## config.mk

```make
export PLATFORM = sky130hd
export DESIGN_NAME = multi_counter_display
export DESIGN_NICKNAME = d
export VERILOG_FILES = /design/src/rtl/seg_disp_pkg.sv /design/src/rtl/digit_counter.sv /design/src/rtl/multi_counter_display.sv
export SDC_FILE = /design/constraint.sdc
export NUM_CORES = 1
export LEC_CHECK = 0
export CAP_MARGIN = 25
export CORE_MARGIN = 5
export CORE_UTILIZATION = 58
export CTS_BUF_LIST = sky130_fd_sc_hd__clkbuf_8
export CTS_CLUSTER_SIZE = 16
export DETAILED_ROUTE_END_ITERATION = 8
export GPL_TIMING_DRIVEN = 1
export MAX_ROUTING_LAYER = met4
export PLACE_DENSITY = 0.8
export SLEW_MARGIN = 15
export SYNTH_ARGS = -nofsm -noshare
export SYNTH_HDL_FRONTEND = slang
export SYNTH_HIERARCHICAL = 1
export SYNTH_SLANG_ARGS = --single-unit
```

## constraint.sdc

```tcl
create_clock -name clk -period 4.2 [get_ports clk]
set_input_delay 0.84 -clock clk [delete_from_list [all_inputs] [get_ports clk]]
set_output_delay 0.84 -clock clk [all_outputs]
set_load 0.03 [all_outputs]
```

## src/rtl/seg_disp_pkg.sv

```systemverilog
// Shared types, 7-segment glyph decode and timing helpers for the
// multiplexed counter display.
package seg_disp_pkg;

  typedef enum logic {
    MODE_HEX = 1'b0,
    MODE_DEC = 1'b1
  } mode_e;

  localparam logic [6:0] BLANK_SEG = 7'h7F;

  // Active-low segments, bit0 = A ... bit6 = G; lowercase glyphs for b and d.
  function automatic logic [6:0] seg7_decode(input logic [3:0] nib);
    logic [6:0] seg;
    case (nib)
      4'h0: seg = 7'h40;
      4'h1: seg = 7'h79;
      4'h2: seg = 7'h24;
      4'h3: seg = 7'h30;
      4'h4: seg = 7'h19;
      4'h5: seg = 7'h12;
      4'h6: seg = 7'h02;
      4'h7: seg = 7'h78;
      4'h8: seg = 7'h00;
      4'h9: seg = 7'h10;
      4'hA: seg = 7'h08;
      4'hB: seg = 7'h03;
      4'hC: seg = 7'h46;
      4'hD: seg = 7'h21;
      4'hE: seg = 7'h06;
      4'hF: seg = 7'h0E;
      default: seg = BLANK_SEG;
    endcase
    return seg;
  endfunction

  function automatic int unsigned refr_cycles(input int unsigned clk_per,
                                              input int unsigned refr_rate,
                                              input int unsigned num_seg);
    logic [63:0] cyc;
    cyc = 64'd1_000_000_000 / (64'(clk_per) * 64'(refr_rate) * 64'(num_seg));
    return (cyc == 64'd0) ? 32'd1 : cyc[31:0];
  endfunction

  function automatic int unsigned scroll_cycles(input int unsigned clk_per,
                                                input int unsigned scroll_ms);
    logic [63:0] cyc;
    cyc = (64'(scroll_ms) * 64'd1_000_000) / 64'(clk_per);
    return (cyc == 64'd0) ? 32'd1 : cyc[31:0];
  endfunction

endpackage

```

## src/rtl/digit_counter.sv

```systemverilog
// One display channel: NUM_SEGMENTS-nibble HEX/BCD up/down counter with
// clear, clear-on-mode-change and a sticky wrap flag.
module digit_counter
  import seg_disp_pkg::*;
#(
  parameter int NUM_SEGMENTS = 8
) (
  input  logic                      clk,
  input  logic                      reset,
  input  logic                      inc,
  input  logic                      dec,
  input  logic                      clr,
  input  logic                      mode_dec,
  output logic [4*NUM_SEGMENTS-1:0] value,
  output logic                      ovf
);

  localparam int W = 4 * NUM_SEGMENTS;

  logic [W-1:0] value_q, value_d;
  logic         ovf_q, ovf_d;
  mode_e        mode_q, mode_d;
  logic [W-1:0] inc_val_s, dec_val_s;
  logic         inc_wrap_s, dec_wrap_s;
  logic [3:0]   max_nib_s;

  // Ripple carry/borrow per digit; HEX is the same chain with digit limit F.
  always_comb begin
    max_nib_s  = (mode_q == MODE_DEC) ? 4'd9 : 4'hF;
    inc_val_s  = value_q;
    dec_val_s  = value_q;
    inc_wrap_s = 1'b1;
    dec_wrap_s = 1'b1;
    for (int i = 0; i < NUM_SEGMENTS; i++) begin
      if (inc_wrap_s) begin
        if (value_q[4*i +: 4] == max_nib_s) begin
          inc_val_s[4*i +: 4] = 4'd0;
        end else begin
          inc_val_s[4*i +: 4] = value_q[4*i +: 4] + 4'd1;
          inc_wrap_s          = 1'b0;
        end
      end else begin
        inc_val_s[4*i +: 4] = value_q[4*i +: 4];
      end
      if (dec_wrap_s) begin
        if (value_q[4*i +: 4] == 4'd0) begin
          dec_val_s[4*i +: 4] = max_nib_s;
        end else begin
          dec_val_s[4*i +: 4] = value_q[4*i +: 4] - 4'd1;
          dec_wrap_s          = 1'b0;
        end
      end else begin
        dec_val_s[4*i +: 4] = value_q[4*i +: 4];
      end
    end
  end

  // Command priority: mode change, clear, inc+dec cancel, inc, dec.
  always_comb begin
    value_d = value_q;
    ovf_d   = ovf_q;
    mode_d  = mode_e'(mode_dec);
    if (mode_d != mode_q) begin
      value_d = {W{1'b0}};
    end else if (clr) begin
      value_d = {W{1'b0}};
      ovf_d   = 1'b0;
    end else if (inc && dec) begin
      value_d = value_q;
    end else if (inc) begin
      value_d = inc_val_s;
      ovf_d   = ovf_q | inc_wrap_s;
    end else if (dec) begin
      value_d = dec_val_s;
      ovf_d   = ovf_q | dec_wrap_s;
    end else begin
      value_d = value_q;
    end
  end

  // State registers; mode copy loads the live input so reset causes no spurious clear.
  always_ff @(posedge clk) begin
    if (reset) begin
      value_q <= {W{1'b0}};
      ovf_q   <= 1'b0;
      mode_q  <= mode_e'(mode_dec);
    end else begin
      value_q <= value_d;
      ovf_q   <= ovf_d;
      mode_q  <= mode_d;
    end
  end

  assign value = value_q;
  assign ovf   = ovf_q;

endmodule

```

## src/rtl/multi_counter_display.sv

```systemverilog
// N-channel counter bank multiplexed onto one 7-segment display, with manual
// paging and timed auto-scroll between channels.
module multi_counter_display
  import seg_disp_pkg::*;
#(
  parameter int NUM_CH       = 4,
  parameter int NUM_SEGMENTS = 8,
  parameter int CLK_PER      = 10,
  parameter int REFR_RATE    = 1000,
  parameter int SCROLL_MS    = 1000,
  parameter int BLANK_LZ     = 1
) (
  input  logic                                          clk,
  input  logic                                          reset,
  input  logic [NUM_CH-1:0]                             inc,
  input  logic [NUM_CH-1:0]                             dec,
  input  logic [NUM_CH-1:0]                             clr,
  input  logic [NUM_CH-1:0]                             mode_dec,
  input  logic                                          page_next,
  input  logic                                          auto_scroll,
  output logic [NUM_SEGMENTS-1:0]                       anode,
  output logic [7:0]                                    cathode,
  output logic [((NUM_CH > 1) ? $clog2(NUM_CH) : 1)-1:0] cur_ch,
  output logic [NUM_CH-1:0]                             ovf
);

  localparam int          CH_W       = (NUM_CH > 1) ? $clog2(NUM_CH) : 1;
  localparam int          IDX_W      = (NUM_SEGMENTS > 1) ? $clog2(NUM_SEGMENTS) : 1;
  localparam int unsigned REFR_CYC   = refr_cycles(CLK_PER, REFR_RATE, NUM_SEGMENTS);
  localparam int unsigned SCROLL_CYC = scroll_cycles(CLK_PER, SCROLL_MS);
  localparam int          RT_W       = $clog2(REFR_CYC + 1);
  localparam int          ST_W       = $clog2(SCROLL_CYC + 1);
  localparam int          W          = 4 * NUM_SEGMENTS;

  logic [W-1:0]            values_s [NUM_CH];
  logic [RT_W-1:0]         refr_q, refr_d;
  logic [IDX_W-1:0]        idx_q, idx_d;
  logic [ST_W-1:0]         scroll_q, scroll_d;
  logic [CH_W-1:0]         cur_ch_q, cur_ch_d;
  logic [NUM_SEGMENTS-1:0] anode_q, anode_d;
  logic [7:0]              cathode_q, cathode_d;
  logic                    scroll_exp_s, advance_s;
  logic [W-1:0]            sel_s, upper_s;
  logic [3:0]              nib_s;
  logic                    lz_blank_s;

  for (genvar g = 0; g < NUM_CH; g++) begin : g_ch
    digit_counter #(.NUM_SEGMENTS(NUM_SEGMENTS)) u_cnt (
      .clk      (clk),
      .reset    (reset),
      .inc      (inc[g]),
      .dec      (dec[g]),
      .clr      (clr[g]),
      .mode_dec (mode_dec[g]),
      .value    (values_s[g]),
      .ovf      (ovf[g])
    );
  end

  // Refresh/scroll timers, channel select and next display frame.
  always_comb begin
    refr_d = refr_q;
    idx_d  = idx_q;
    if (refr_q == RT_W'(REFR_CYC - 1)) begin
      refr_d = {RT_W{1'b0}};
      idx_d  = (idx_q == IDX_W'(NUM_SEGMENTS - 1)) ? {IDX_W{1'b0}} : idx_q + IDX_W'(1);
    end else begin
      refr_d = refr_q + RT_W'(1);
    end

    scroll_exp_s = auto_scroll && (scroll_q == ST_W'(SCROLL_CYC - 1));
    advance_s    = page_next || scroll_exp_s;
    if (!auto_scroll || advance_s) begin
      scroll_d = {ST_W{1'b0}};
    end else begin
      scroll_d = scroll_q + ST_W'(1);
    end

    cur_ch_d = cur_ch_q;
    if (advance_s) begin
      cur_ch_d = (cur_ch_q == CH_W'(NUM_CH - 1)) ? {CH_W{1'b0}} : cur_ch_q + CH_W'(1);
    end else begin
      cur_ch_d = cur_ch_q;
    end

    // A digit is a leading zero when it and everything above it is zero.
    sel_s      = values_s[cur_ch_q];
    nib_s      = sel_s[4*idx_q +: 4];
    upper_s    = sel_s >> (4 * idx_q);
    lz_blank_s = (BLANK_LZ != 0) && (idx_q != {IDX_W{1'b0}}) && (upper_s == {W{1'b0}});

    anode_d        = ~(NUM_SEGMENTS'(1) << idx_q);
    cathode_d[7]   = (int'(idx_q) == int'(cur_ch_q)) ? 1'b0 : 1'b1;
    cathode_d[6:0] = lz_blank_s ? BLANK_SEG : seg7_decode(nib_s);
  end

  // Timer, channel and output registers.
  always_ff @(posedge clk) begin
    if (reset) begin
      refr_q    <= {RT_W{1'b0}};
      idx_q     <= {IDX_W{1'b0}};
      scroll_q  <= {ST_W{1'b0}};
      cur_ch_q  <= {CH_W{1'b0}};
      anode_q   <= {NUM_SEGMENTS{1'b1}};
      cathode_q <= 8'hFF;
    end else begin
      refr_q    <= refr_d;
      idx_q     <= idx_d;
      scroll_q  <= scroll_d;
      cur_ch_q  <= cur_ch_d;
      anode_q   <= anode_d;
      cathode_q <= cathode_d;
    end
  end

  assign anode   = anode_q;
  assign cathode = cathode_q;
  assign cur_ch  = cur_ch_q;

endmodule

```

---- Yosys cells after proc, flatten, opt, wreduce, memory -nomap -nowiden ----
Memories as Yosys holds them, arrays and structs flattened. A register that Yosys moved wholly into a read port is not among the register bits.
Cells that the tools add are included.
storage, ports and cells
  ROM bits ................................ 112
  word-level logic and storage cells ...... 606
  input port bits ......................... 20
  memories ................................ 1
  output and inout port bits .............. 22
  register bits ........................... 191
cells by class
  reductions and logical operators ........ 122
  order comparisons ....................... 1
  shift-type cells ........................ 3
  eq/ne operators ......................... 73
  add/sub/neg operators ................... 68
  mux-type cells .......................... 274
  bitwise gates (word level) .............. 18
memories
  name             words  bits a word  read ports  clocked after memory_dff  wr ports  RTL line            text
  (no name shown)  16     7            1           1                         0         seg_disp_pkg.sv:15  case (nib)
operators by type and width
  cell                   count
  $mux 4                 120
  $mux 32                10
  $mux 1                 137
  $add 4x1->4 const B    32
  $eq 4x4->1             32
  $logic_not 4->1        32
  $sub 4x1->4 const B    32
  $reduce_and 4->1       28
  $bmux 32 s2            1
  $reduce_bool 2->1      32
  $ne 2x1->1 const B     28
  $logic_not 32->1       1
  $shiftx 32x6->4        1
  $shr 32x5->32          1
  $add 27x1->27 const B  1
  $eq 27x27->1 const B   1
  $mux 3                 5
  $reduce_bool 3->1      5
  $add 14x1->14 const B  1
  $eq 14x14->1 const B   1
  $reduce_and 3->1       4
  $reduce_or 3->1        4
  $ne 2x2->1 const B     4
  $not 1->1              8
  other kinds (17)       38

---- Depth between registers and ports, before layout ----
  depth in word-level cells ............... 14
  depth in mapped cells ................... 17
  gate-level depth less buffers ........... 13

---- Cells and area by module ----
Netlist, hierarchy kept.
modules (own cells, without submodules)
  module                 times used  area each (um^2)  cells each  sequential area each (um^2)
  digit_counter          4           3041.7            393         680.7
  multi_counter_display  1           4578.1            527         1241.2

---- Worst setup path before layout ----
Ideal clock, no wire load.
  path type ............................... register to register
  start point ............................. reg cur_ch_q[0] (netlist: cur_ch[0])
  end point ............................... reg cathode_q[1] (netlist: cathode[1])
  setup time .............................. 0.082 ns
  arrival ................................. 3.322 ns
  setup slack ............................. 0.796 ns
  stages on the path, launching flop included .. 15
  clock period less this slack ............ 3.404 ns
  data required time ...................... 4.118 ns
  buffers on the path ..................... 3
  cells stage by stage .................... dfxtp_1 -> buf_6 -> buf_8 -> buf_2 -> mux4_2 -> mux4_2 -> nand2_1 -> o21ai_1 -> inv_1 -> ha_1 -> a21boi_0 -> o21ai_0 -> nor4_2 -> o221ai_2 -> o2111ai_1
between the ends
  longest elaborated chain between the ends .. 8
  elaborated cells between the ends (all ways) .. 9
  classes of those cells .................. shift: 2; mux: 3; bitwise: 1; reduce/logical: 3
RTL lines
  what                                          RTL line                      text
  from (decl)                                   multi_counter_display.sv:39   logic [CH_W-1:0] cur_ch_q, cur_ch_d;
  from (signal assigned)                        multi_counter_display.sv:103  cur_ch_q <= {CH_W{1'b0}};
  from (signal assigned)                        multi_counter_display.sv:110  cur_ch_q <= cur_ch_d;
  $not 2->3 (implied by the code) *             multi_counter_display.sv:87   sel_s = values_s[cur_ch_q];
  $bmux 32 s2 *                                 multi_counter_display.sv:87
  $mux 32 (implied by the code) * (2 in a row)  multi_counter_display.sv:87
  $shr 32x5->32                                 multi_counter_display.sv:89   upper_s = sel_s >> (4 * idx_q);
  $logic_not 32->1                              multi_counter_display.sv:90   lz_blank_s = (BLANK_LZ != 0) && (idx_q != {IDX_W{1'b0}}) && (upper_s == {W{1'b0}});
  $logic_and 1x1->1                             multi_counter_display.sv:90
  $reduce_or 2->1 (no source line)              n/a
  to (decl)                                     multi_counter_display.sv:41   logic [7:0] cathode_q, cathode_d;
Mark *: on every way between the ends. The rest lies on a longest branch, timed or not. The select of a mux whose other input is x is not followed.
A chain may end at the register's enable or synchronous reset.

---- Worst setup path after layout ----
Ends and elaborated chain as after synthesis.

==> key figures <==
Status
  – Status: complete, no violations

Worst setup path
  – Flop-to-flop setup slack: 0.52 ns
  – CP Capture Type: register
  – CP endpoint: cathode[1]
  – R2r startpoint: cur_ch[0]
  – CP Launch Point: cur_ch[0]
  – Crit Reg-Reg Endpoint: cathode[1]
  – WP data required: ~4.7 ns
  – Critical Path Start Type: register
  – CP Max Fanout: 34
  – Worst r2r path cells: 13
  – Critical Path AT: between 4 and 5 ns
  – Critical path class: register to register

Clock tree
  – Hold-fix buffers, CTS: 0
  – CTS clk-pin slew, worst paths: 0.13 ns
  – Root Buffer: clkbuf_8
  – Post-CTS setup buffers: 0
  – H-tree depth: 4
  – CTS tree: yes
  – CTS Buf Count: 17
  – Sink Count: around 200
  – Latest clock arrival within the worst-skew pair: ~0.54 ns
  – CTS resizes: 0
  – CTS Buffer Depth: 2

Route
  – DR pass1 iterations: 7
  – Vias per cell: 6.58
  – Post-route ant nets: 0
  – DR iter-0 viols: 1483
  – Total Wirelength: between 40000 and 50000 um
  – Drt wl/cell: around 19 um
  – Vias: 16235
  – Post-route DRC: 0

Global routing
  – Initial antenna violation count: 0
  – Global-route wire length before repair: 76300 um
  – Total GRT Usage: 0.287
  – Vias in the first global route: about 15000
  – Grt ovf: 0
  – Largest net degree at the start of global routing: 50

STA
  – Worst Skew: 0.0225 ns
  – Max frequency: ~0.27 GHz
  – Slew headroom: 0.395
  – Fin. Hold Viols: 0
  – Final min period: 3.68 ns
  – RSZ-0062 raised after global routing: false
  – Fin. max-slew vios: 0
  – Setup TNS: 0 ns
  – WHS: just under 0.5 ns
  – Final period util: 0.876
  – PnR worst setup slack: between 0.5 and 0.6 ns
  – Final setup violation count: 0
  – Worst slew pin tran: 0.906 ns

Yosys
  – Post-synth EDFFs: 0
  – Area contributors post-synth: dfxtp_1 24%, ha_1 7.9%, nor2_1 5.1%
  – Post-synthesis sequential area ratio: 0.237
  – Post-synthesis compound-gate area fraction: 0.261
  – Post-Synth Simple-Gate Area: 0.240
  – Largest family of logic cells by synthesized area: compound AO/OA/AOI/OAI gates
  – Main flop type after synthesis: dfxtp_1
  – Syn Nets: roughly 2200
  – Post-synth top area cell: dfxtp_1
  – Cell count after synthesis: between 2000 and 2500
  – Multiplexer share of the synthesized area: 0.0829
  – XOR/XNOR share of the synthesized area: 0.0340
  – Number of synthesized register bits: between 150 and 200
  – Mean Syn Cell Area: 7.98 um2
  – Async SR Flop Fraction: 0
  – Post-synthesis adder-cell area fraction: 0.0792
  – Synth Warn #: 6
  – Post-synthesis cell area: 16700 um2
  – Yosys cell types: about 90
  – Top cell type's share of synthesized area: 0.237

Layout
  – Fin cells: 2466
  – Fraction of layout cells with a size suffix above 1: 0.0894
  – Fillers: about 2500
  – Layout Nets: approximately 2200
  – Reg area: 3970 um2
  – Area Growth Syn to Fin: 5.87%
  – Area of the multi-input gates: about 12000 um2
  – Design area: 17700 um2

Place
  – DP Worst Slack: ~0.62 ns
  – Routability congestion estimate: 0.988
  – HPWL Detailed: roughly 34000 um
  – DP Cell Count: between 2000 and 2500
  – Placed Area: ~17000 um2
  – IO Port Bufs: roughly 40

Power and ir drop
  – Max VDD drop: about 0.19 mV
  – Pwr/cell area: ~240 nW/um2
  – LEAKAGE: 6.51 nW

Die
  – Die Area: 32400 um2
  – # IOs: 42
  – Starting density of the core: 0.585
  – Chip width: approximately 180 um
  – Die Ht: ~180 um
  – Row Count: 62
  – Placeable core area: 28600 um2

Job
  – Max Cap Viol: 0

Hold path
  – Min-delay worst type: register to register
cells in the mapped netlist (all sizes together), types with 33 or more instances:
master and instances:
a211oi 64, buf 52, nor3b 34, mux4 36
xor2 40, o21ai 134, ha 106, dfxtp 198
inv 130, nand2b 38, nand2 144, nand3 47
a21oi 156, o211ai 34, o22ai 33, nor3 73
clkbuf 69, mux2i 43, nor2 230
stage by stage:
stage / power (mW) / util
floorplan: 2.69 / -
global placement: 2.88 / 0.602
detailed placement: 2.90 / 0.603
CTS: 4.20 / 0.618
global route: 4.40 / 0.619
finish: 4.20 / 0.619
state kept, by name, indices dropped and copies added, names as in the netlist:
register,cells
anode,8
cathode,8
cur_ch,2
g_ch.u_cnt/mode_q,4
g_ch.u_cnt/ovf,4
g_ch.u_cnt/value,128
idx_q,3
refr_q,14
scroll_q,27
power by group:
| group | switching [mW] | internal, mW |
|---|---|---|
| logic | 0.517 | 0.368 |
| registers | 0.0882 | 1.91 |
| clock network | 0.834 | 0.476 |
layer usage:
layer | vias up | share of wire | GRT usage | wire (um)
li1 | 7712 | - | - | -
met1 | 7755 | 0.42 | 0.360 | 19800
met2 | 653 | 0.47 | 0.467 | 21900
met3 | 115 | 0.079 | 0.0540 | 3730
met4 | 0 | 0.033 | 0.101 | 1560
met5 | - | 0 | - | 0
how the worst min path moves through the flow:
stage,slack [ns],depth (start not counted),end,startpoint
detailed placement,0.48,1,refr_q[0],refr_q[0]
global route,0.51,1,refr_q[0],refr_q[0]
global placement,0.44,1,refr_q[0],refr_q[0]
CTS,0.49,1,refr_q[0],refr_q[0]
finish,0.49,1,refr_q[0],refr_q[0]
floorplan,0.43,1,refr_q[0],refr_q[0]
cells by family (layout without fill, tap and decap cells):
group	after synthesis	count (layout)
other	0	1
xor gates and xnor gates	65	65
DFF	198	198
adders and majority gates	106	106
AOI/OAI and AO/OA	645	645
buffers and inverters	257	239
and+or+nand+nor	736	736
muxes	92	92
layout make-up:
type / instances / area share
Clock inverter: 14 / 0.0100
Tap cell: 384 / 0.0271
Inverter: 136 / 0.0288
Clock buffer: 18 / 0.0140
Sequential cell: 198 / 0.224
Multi-Input combinational cell: 1644 / 0.659
Antenna cell: 1 / 0.000141
Timing Repair Buffer: 71 / 0.0375
cells in the final DEF (no fill, tap or decap), types with 18 or more instances in the layout:
| cell type | instances |
|---|---|
| ha_1 | 106 |
| and3_1 | 26 |
| nand3b_1 | 24 |
| clkbuf_8 | 18 |
| o31ai_1 | 29 |
| nand2_1 | 144 |
| inv_1 | 128 |
| mux2i_1 | 43 |
| xnor2_1 | 25 |
| buf_4 | 26 |
| dfxtp_1 | 196 |
| or3b_1 | 20 |
| nand3_1 | 46 |
| o22ai_1 | 33 |
| a21oi_1 | 152 |
| nand2b_1 | 34 |
| nor2_1 | 229 |
| o211ai_1 | 30 |
| clkdlybuf4s50_1 | 41 |
| o21ai_0 | 129 |
| a211oi_1 | 64 |
| nor3b_1 | 21 |
| a31oi_1 | 26 |
| xor2_1 | 40 |
| nor3_1 | 69 |
| mux4_2 | 36 |
| a22oi_1 | 25 |
critical path, stage by stage (launching register included):
cell and delay [ns]:
dfxtp_4 0.68, buf_4 0.42, mux4_2 0.55, nand2_1 0.08, nand2_1 0.09, a32oi_1 0.22
nand2_1 0.20, inv_1 0.15, ha_1 0.22, a21boi_0 0.20, o21ai_0 0.13, nor4_2 0.25
o221ai_2 0.22, o2111ai_1 0.17
Note: power is estimated with default switching activity, not from simulation.
